### config.mk
export PLATFORM = sky130hd
export DESIGN_NAME = id_stage_flat
export DESIGN_NICKNAME = d
export VERILOG_FILES = /design/src/rtl/id_stage_if.sv /design/src/rtl/id_stage.sv /design/src/flat_wrapper.sv
export SDC_FILE = /design/constraint.sdc
export NUM_CORES = 1
export LEC_CHECK = 0
export CORE_AREA = 4 4 131 133
export CTS_BUF_LIST = sky130_fd_sc_hd__clkbuf_4
export DETAILED_ROUTE_END_ITERATION = 16
export DIE_AREA = 0 0 135 137
export PLACE_DENSITY = 0.86
export SLEW_MARGIN = 30
export SYNTH_ARGS = -nofsm -noshare
export SYNTH_HDL_FRONTEND = slang
export SYNTH_SLANG_ARGS = --single-unit
### constraint.sdc
create_clock -name clk -period 3.95 [get_ports clk]
set_input_delay 0.395 -clock clk [delete_from_list [all_inputs] [get_ports clk]]
set_output_delay 0.395 -clock clk [all_outputs]
set_load 0.03 [all_outputs]
### src/rtl/id_stage_if.sv
// IF/ID, ID/EX, register-file read and writeback signals of the decode stage.
// Both handshakes are valid/ready: a beat moves on a rising edge where give and get are both high.
interface id_stage_if #(
  parameter int BITSIZE = 32
);
  logic               flush_i;
  logic               IF_ID_give_i;
  logic               ID_IF_get_o;
  logic [31:0]        IF_ID_instr_i;
  logic [BITSIZE-1:0] IF_ID_pc_i;
  logic               ID_EX_give_o;
  logic               EX_ID_get_i;
  logic [31:0]        ID_EX_instruction_o;
  logic [BITSIZE-1:0] ID_EX_pc_o;
  logic [BITSIZE-1:0] ID_EX_rs1_o;
  logic [BITSIZE-1:0] ID_EX_rs2_o;
  logic [BITSIZE-1:0] ID_EX_imm_o;
  logic [4:0]         ID_REG_rs1_o;
  logic [4:0]         ID_REG_rs2_o;
  logic [BITSIZE-1:0] REG_ID_rs1_d_i;
  logic [BITSIZE-1:0] REG_ID_rs2_d_i;
  logic               WB_ID_clr_i;
  logic [4:0]         WB_ID_rd_i;
  logic               inv_instr_o;

  modport slave (
    input  flush_i, IF_ID_give_i, IF_ID_instr_i, IF_ID_pc_i, EX_ID_get_i,
           REG_ID_rs1_d_i, REG_ID_rs2_d_i, WB_ID_clr_i, WB_ID_rd_i,
    output ID_IF_get_o, ID_EX_give_o, ID_EX_instruction_o, ID_EX_pc_o,
           ID_EX_rs1_o, ID_EX_rs2_o, ID_EX_imm_o, ID_REG_rs1_o, ID_REG_rs2_o,
           inv_instr_o
  );

  modport master (
    output flush_i, IF_ID_give_i, IF_ID_instr_i, IF_ID_pc_i, EX_ID_get_i,
           REG_ID_rs1_d_i, REG_ID_rs2_d_i, WB_ID_clr_i, WB_ID_rd_i,
    input  ID_IF_get_o, ID_EX_give_o, ID_EX_instruction_o, ID_EX_pc_o,
           ID_EX_rs1_o, ID_EX_rs2_o, ID_EX_imm_o, ID_REG_rs1_o, ID_REG_rs2_o,
           inv_instr_o
  );
endinterface

### src/rtl/id_stage.sv
// RV32I decode stage: one-entry holding register, immediate generation, and a
// per-register scoreboard that stalls issue on read-after-write hazards.
module id_stage #(
  parameter int BITSIZE       = 32,
  parameter bit SCOREBOARD_EN = 1'b1
) (
  input  logic        clk,
  input  logic        resetn_i,
  id_stage_if.slave   bus,
  output logic        dbg_state_o,
  output logic [31:0] dbg_sb_o
);

  typedef enum logic {
    EMPTY = 1'b0,
    FULL  = 1'b1
  } state_e;

  localparam logic [6:0] OP_LUI    = 7'b0110111;
  localparam logic [6:0] OP_AUIPC  = 7'b0010111;
  localparam logic [6:0] OP_JAL    = 7'b1101111;
  localparam logic [6:0] OP_JALR   = 7'b1100111;
  localparam logic [6:0] OP_BRANCH = 7'b1100011;
  localparam logic [6:0] OP_LOAD   = 7'b0000011;
  localparam logic [6:0] OP_STORE  = 7'b0100011;
  localparam logic [6:0] OP_OPIMM  = 7'b0010011;
  localparam logic [6:0] OP_OP     = 7'b0110011;

  state_e             state_q, state_d;
  logic [31:0]        instr_q, instr_d;
  logic [BITSIZE-1:0] pc_q, pc_d;
  logic [31:0]        sb_q, sb_d;

  logic [6:0]         opcode;
  logic [4:0]         rs1_idx, rs2_idx, rd_idx;
  logic               op_valid, rs1_used, rs2_used, rd_written;
  logic [31:0]        imm32;
  logic [BITSIZE-1:0] imm_ext;
  logic               hazard;
  logic               full, give, ex_xfer, inv_drop, get, if_xfer;

  // Decode of the held instruction only; IF inputs never reach the outputs directly.
  always_comb begin
    opcode     = instr_q[6:0];
    rs1_idx    = instr_q[19:15];
    rs2_idx    = instr_q[24:20];
    rd_idx     = instr_q[11:7];
    op_valid   = 1'b0;
    rs1_used   = 1'b0;
    rs2_used   = 1'b0;
    rd_written = 1'b0;
    imm32      = 32'd0;
    case (opcode)
      OP_LUI, OP_AUIPC: begin
        op_valid   = 1'b1;
        rd_written = 1'b1;
        imm32      = {instr_q[31:12], 12'd0};
      end
      OP_JAL: begin
        op_valid   = 1'b1;
        rd_written = 1'b1;
        imm32      = {{11{instr_q[31]}}, instr_q[31], instr_q[19:12],
                      instr_q[20], instr_q[30:21], 1'b0};
      end
      OP_JALR, OP_LOAD, OP_OPIMM: begin
        op_valid   = 1'b1;
        rs1_used   = 1'b1;
        rd_written = 1'b1;
        imm32      = {{20{instr_q[31]}}, instr_q[31:20]};
      end
      OP_BRANCH: begin
        op_valid = 1'b1;
        rs1_used = 1'b1;
        rs2_used = 1'b1;
        imm32    = {{19{instr_q[31]}}, instr_q[31], instr_q[7],
                    instr_q[30:25], instr_q[11:8], 1'b0};
      end
      OP_STORE: begin
        op_valid = 1'b1;
        rs1_used = 1'b1;
        rs2_used = 1'b1;
        imm32    = {{20{instr_q[31]}}, instr_q[31:25], instr_q[11:7]};
      end
      OP_OP: begin
        op_valid   = 1'b1;
        rs1_used   = 1'b1;
        rs2_used   = 1'b1;
        rd_written = 1'b1;
      end
      default: begin
        op_valid = 1'b0;
      end
    endcase
    imm_ext       = {BITSIZE{imm32[31]}};
    imm_ext[31:0] = imm32;
  end

  // A writeback clear lands in sb_q one edge later, so it never unblocks the same cycle.
  always_comb begin
    full   = (state_q == FULL);
    hazard = full && ((rs1_used && (rs1_idx != 5'd0) && sb_q[rs1_idx]) ||
                      (rs2_used && (rs2_idx != 5'd0) && sb_q[rs2_idx]));
  end

  // FSM output / handshake logic.
  always_comb begin
    give     = full && op_valid && !hazard && !bus.flush_i;
    ex_xfer  = give && bus.EX_ID_get_i;
    inv_drop = full && !op_valid && !bus.flush_i;
    get      = !bus.flush_i && (!full || ex_xfer || inv_drop);
    if_xfer  = get && bus.IF_ID_give_i;
  end

  // FSM next-state logic.
  always_comb begin
    state_d = state_q;
    case (state_q)
      EMPTY: begin
        if (if_xfer) state_d = FULL;
      end
      FULL: begin
        if (bus.flush_i)             state_d = EMPTY;
        else if (ex_xfer || inv_drop) state_d = if_xfer ? FULL : EMPTY;
      end
      default: state_d = EMPTY;
    endcase
  end

  always_comb begin
    instr_d = instr_q;
    pc_d    = pc_q;
    if (if_xfer) begin
      instr_d = bus.IF_ID_instr_i;
      pc_d    = bus.IF_ID_pc_i;
    end
  end

  // Set is applied after clear so a same-index set/clear leaves the bit set.
  always_comb begin
    sb_d = sb_q;
    if (bus.WB_ID_clr_i) sb_d[bus.WB_ID_rd_i] = 1'b0;
    if (ex_xfer && rd_written && (rd_idx != 5'd0)) sb_d[rd_idx] = 1'b1;
    if (!SCOREBOARD_EN) sb_d = 32'd0;
  end

  // FSM state register plus holding and scoreboard registers.
  always_ff @(posedge clk) begin
    if (!resetn_i) begin
      state_q <= EMPTY;
      instr_q <= 32'd0;
      pc_q    <= '0;
      sb_q    <= 32'd0;
    end else begin
      state_q <= state_d;
      instr_q <= instr_d;
      pc_q    <= pc_d;
      sb_q    <= sb_d;
    end
  end

  // While reset is asserted every output is forced quiet, even if a beat is held.
  always_comb begin
    bus.ID_IF_get_o         = resetn_i && get;
    bus.ID_EX_give_o        = resetn_i && give;
    bus.inv_instr_o         = resetn_i && inv_drop;
    bus.ID_EX_instruction_o = resetn_i ? instr_q : 32'd0;
    bus.ID_EX_pc_o          = resetn_i ? pc_q : '0;
    bus.ID_EX_imm_o         = resetn_i ? imm_ext : '0;
    bus.ID_REG_rs1_o        = (resetn_i && rs1_used) ? rs1_idx : 5'd0;
    bus.ID_REG_rs2_o        = (resetn_i && rs2_used) ? rs2_idx : 5'd0;
    bus.ID_EX_rs1_o         = (resetn_i && rs1_used) ? bus.REG_ID_rs1_d_i : '0;
    bus.ID_EX_rs2_o         = (resetn_i && rs2_used) ? bus.REG_ID_rs2_d_i : '0;
    dbg_state_o             = state_q;
    dbg_sb_o                = sb_q;
  end

endmodule

### src/flat_wrapper.sv
// flat-port wrapper written by rule: the top's interface ports become plain ports
module id_stage_flat 
#(
  parameter int BITSIZE       = 32,
  parameter bit SCOREBOARD_EN = 1'b1
)
  (clk, resetn_i, dbg_state_o, dbg_sb_o, bus_flush_i, bus_IF_ID_give_i, bus_IF_ID_instr_i, bus_IF_ID_pc_i, bus_EX_ID_get_i, bus_REG_ID_rs1_d_i, bus_REG_ID_rs2_d_i, bus_WB_ID_clr_i, bus_WB_ID_rd_i, bus_ID_IF_get_o, bus_ID_EX_give_o, bus_ID_EX_instruction_o, bus_ID_EX_pc_o, bus_ID_EX_rs1_o, bus_ID_EX_rs2_o, bus_ID_EX_imm_o, bus_ID_REG_rs1_o, bus_ID_REG_rs2_o, bus_inv_instr_o);
  id_stage_if #(.BITSIZE(BITSIZE)) bus_i ();
  input  logic clk;
  input  logic resetn_i;
  output logic dbg_state_o;
  output logic [31:0] dbg_sb_o;
  input wire logic [$bits(bus_i.flush_i)-1:0] bus_flush_i;
  input wire logic [$bits(bus_i.IF_ID_give_i)-1:0] bus_IF_ID_give_i;
  input wire logic [$bits(bus_i.IF_ID_instr_i)-1:0] bus_IF_ID_instr_i;
  input wire logic [$bits(bus_i.IF_ID_pc_i)-1:0] bus_IF_ID_pc_i;
  input wire logic [$bits(bus_i.EX_ID_get_i)-1:0] bus_EX_ID_get_i;
  input wire logic [$bits(bus_i.REG_ID_rs1_d_i)-1:0] bus_REG_ID_rs1_d_i;
  input wire logic [$bits(bus_i.REG_ID_rs2_d_i)-1:0] bus_REG_ID_rs2_d_i;
  input wire logic [$bits(bus_i.WB_ID_clr_i)-1:0] bus_WB_ID_clr_i;
  input wire logic [$bits(bus_i.WB_ID_rd_i)-1:0] bus_WB_ID_rd_i;
  output wire logic [$bits(bus_i.ID_IF_get_o)-1:0] bus_ID_IF_get_o;
  output wire logic [$bits(bus_i.ID_EX_give_o)-1:0] bus_ID_EX_give_o;
  output wire logic [$bits(bus_i.ID_EX_instruction_o)-1:0] bus_ID_EX_instruction_o;
  output wire logic [$bits(bus_i.ID_EX_pc_o)-1:0] bus_ID_EX_pc_o;
  output wire logic [$bits(bus_i.ID_EX_rs1_o)-1:0] bus_ID_EX_rs1_o;
  output wire logic [$bits(bus_i.ID_EX_rs2_o)-1:0] bus_ID_EX_rs2_o;
  output wire logic [$bits(bus_i.ID_EX_imm_o)-1:0] bus_ID_EX_imm_o;
  output wire logic [$bits(bus_i.ID_REG_rs1_o)-1:0] bus_ID_REG_rs1_o;
  output wire logic [$bits(bus_i.ID_REG_rs2_o)-1:0] bus_ID_REG_rs2_o;
  output wire logic [$bits(bus_i.inv_instr_o)-1:0] bus_inv_instr_o;
  assign bus_i.flush_i = bus_flush_i;
  assign bus_i.IF_ID_give_i = bus_IF_ID_give_i;
  assign bus_i.IF_ID_instr_i = bus_IF_ID_instr_i;
  assign bus_i.IF_ID_pc_i = bus_IF_ID_pc_i;
  assign bus_i.EX_ID_get_i = bus_EX_ID_get_i;
  assign bus_i.REG_ID_rs1_d_i = bus_REG_ID_rs1_d_i;
  assign bus_i.REG_ID_rs2_d_i = bus_REG_ID_rs2_d_i;
  assign bus_i.WB_ID_clr_i = bus_WB_ID_clr_i;
  assign bus_i.WB_ID_rd_i = bus_WB_ID_rd_i;
  assign bus_ID_IF_get_o = bus_i.ID_IF_get_o;
  assign bus_ID_EX_give_o = bus_i.ID_EX_give_o;
  assign bus_ID_EX_instruction_o = bus_i.ID_EX_instruction_o;
  assign bus_ID_EX_pc_o = bus_i.ID_EX_pc_o;
  assign bus_ID_EX_rs1_o = bus_i.ID_EX_rs1_o;
  assign bus_ID_EX_rs2_o = bus_i.ID_EX_rs2_o;
  assign bus_ID_EX_imm_o = bus_i.ID_EX_imm_o;
  assign bus_ID_REG_rs1_o = bus_i.ID_REG_rs1_o;
  assign bus_ID_REG_rs2_o = bus_i.ID_REG_rs2_o;
  assign bus_inv_instr_o = bus_i.inv_instr_o;
  id_stage #(.BITSIZE(BITSIZE), .SCOREBOARD_EN(SCOREBOARD_EN)) u_core (.clk(clk), .resetn_i(resetn_i), .bus(bus_i), .dbg_state_o(dbg_state_o), .dbg_sb_o(dbg_sb_o));
endmodule
==> run summary <==
outcome = finished clean
Reg power frac = 0.539
Startpoint Class = register
Reg clk slew, reported paths = 0.16 ns
sw frac = 0.298
max-cap viol count = 0
Worst EP required = 3.56 ns
Post-Syn Nets = 809
vias in the first global route = 6199
Clock Latency Late Sink = 0.49 ns
Bufs on Longest Clock Path = 2
layout cell share with drive strength beyond 1 = 0.0655
fmax = 264 MHz
syn avg cell area = 8.07 um^2
count leader, synth = dfxtp_1
nets@finish = 1126
TritonRoute pass-1 iters = 5
largest net degree at the start of global routing = 59
Clock Sinks = 97
remaining global-route overflow = 0
EDFF count, synth = 0
worst rel slew slack = 0.434
Final HPWL DP = 21400 um
async set-reset flop share out of synthesis = 0
Clock power frac = 0.265
cell taking the most area after synthesis = dfxtp_1
post-route ant nets = 0
synthesized flop and latch total = 97
RSZ-0062 raised after global routing = no
Syn Std Cell Area = 5410 um^2
Remaining DRCs = 0
First DRT Iteration DRCs = 506
prevailing post-synth register cell = dfxtp_1
Multi-input gate area = 3000 um^2
VDD IR max = 0.000161 V
RePlAce Congestion = 0.944
GRT Resource Usage Total = 0.278
critical path's slowest cell = clkdlybuf4s50_1
Cell Rows = 46
H-tree depth = 3
Hold Slack = 0.438 ns
Synthesis Warnings = 0
max-slew violation count = 0
antenna violations before repair = 17
PwrDens = 212 nW/um^2
Filler cells = 1445
first-pass GRT wire length = 38500 um
top-level port count = 345
initial cell density of the core = 0.342
Synth Instances = 670
Vias/cell = 5.33
Setup TNS Final = 0 ns
Setup CP Type = reg -> out
Die Wd = 135 um
Worst Path Arrival = 3.39 ns
CP peak stage delay = 0.68 ns
Final setup viols = 0
core area = 15800 um^2
HP Class = in -> reg
wire length per cell = 22.0 um
final period utilization = 0.958
IO Port Bufs = 344
via count = 6472
CP cell instances = buf_4, mux4_2, a211o_1, o2111ai_2, and2_1, and3_1, clkdlybuf4s50_1
Post-Route WL = 26700 um
Pleak = 3.87 nW
post-synth top area share = 0.359
root buf cell = clkbuf_4
CTS tree = done
Die Span Y = 137 um
FF/Latch Area = 1950 um^2
postcts setup bufs = 0
crit path max fanout = 8
Commonest cells post-synth = 97 x dfxtp_1, 94 x nand2_1, 73 x and3_1, 70 x inv_1, 64 x o2bb2ai_1
Final Skew = 0.0168 ns
Internal = 1.36 mW
element type at the critical path end = output pin
cts bufs inserted = 9
fin crit period = 3.78 ns
worst slew pin tran = 0.843 ns
Comb power frac = 0.196
Fin. Hold Viols = 0
Synth cell types = 51
NetSw = 578 uW
most area-consuming cells after synthesis = dfxtp_1 36%, o2bb2ai_1 10%, and3_1 8.4%, nand2_1 6.5%, inv_1 4.9%
sequential-to-total area share from yosys stat = 0.359
area grow syn2layout = 69.6%
die area = 18500 um^2
critical path, delay by kind of cell, from the launching register on:
kind	cells	cell delay, ns
buffers and inverters	2	0.93
flip-flops	1	0.60
multiplexers	1	0.50
AND/OR/NAND/NOR	2	0.45
AO/OA/AOI/OAI	2	0.43
power groups by stage:
stage	sequential (mW)	combinational, mW	clock [mW]
after detailed placement	1.07	0.379	0
after CTS	1.05	0.380	0.517
final	1.05	0.381	0.513
after floorplan	1.05	0.174	0
after global routing	1.05	0.408	0.549
after global placement	1.07	0.374	0
layout make-up:
class	instances	area share
clock inverter	5	0.00450
inverter	70	0.0286
sequential	97	0.212
clock buffer	11	0.00900
timing repair buffer	357	0.387
tap	216	0.0295
antenna	7	0.00191
multi-input combinational	452	0.327
layout by cell type (no fill, tap or decap), types with 4 or more instances in the layout:
cell             instances
nand3_1                  9
inv_1                   70
dfxtp_1                 93
o21ai_0                 37
diode_2                  7
clkdlybuf4s50_1        340
and3_1                  73
nor2_1                  32
nand2_1                 94
nor3_1                   4
o2bb2ai_1               64
nand3b_1                 8
a22oi_1                  6
buf_4                   13
a21oi_1                 11
nand2b_1                 4
mux4_2                  10
nor2b_1                  6
clkbuf_4                11
mux2i_1                 10
dfxtp_2                  4
and2_1                   4
o211ai_1                31
o21ai_2                  8
flip-flops by register name (all words and copies together) (netlist names):
register and flops:
u_core.dbg_state_o 1, u_core.instr_q 32, u_core.dbg_sb_o 32, u_core.pc_q 32
metrics by stage:
step | power (mW) | util | cells | cell area (um^2) | setup slack, ns
floorplan | 1.22 | - | 670 | 5410 | 1.24
global placement | 1.44 | 0.570 | 1192 | 9020 | 0.502
detailed placement | 1.45 | 0.570 | 1192 | 9020 | 0.452
CTS | 1.94 | 0.578 | 1208 | 9150 | 0.0706
global route | 2.01 | 0.579 | 1213 | 9170 | 0.0463
finish | 1.94 | 0.580 | 1215 | 9180 | 0.166
final timing paths:
path,from,depth (start not counted),to,slack [ns]
worst max-delay path,u_core.instr_q[20],7,bus_ID_EX_give_o,0.17
worst min-delay path,resetn_i,3,u_core.pc_q[26],0.44
worst max register to register,u_core.instr_q[20],8,u_core.pc_q[9],1.12
worst min register to register,u_core.pc_q[26],2,u_core.pc_q[26],0.47
layer usage:
layer	up-vias	routed length, um	track usage
li1	3044	-	-
met1	2998	9860	0.319
met2	344	12900	0.463
met3	66	3140	0.125
met4	20	699	0.0935
met5	-	114	0
kinds of logic (layout without fill, tap and decap cells):
kind of cell	after synthesis	count (layout)	share of synthesized area
buf+inv	121	443	0.0914
other cells	0	7	0
mux	22	22	0.0671
flops	97	97	0.359
compound gates	181	181	0.248
simple gates	249	249	0.235
timing repair:
action	CTS	global route
gates resized for setup	6	4
gates cloned	0	0
endpoints found under the setup margin	10	9
hold buffers	0	0
(Power assumes the default switching activity.)
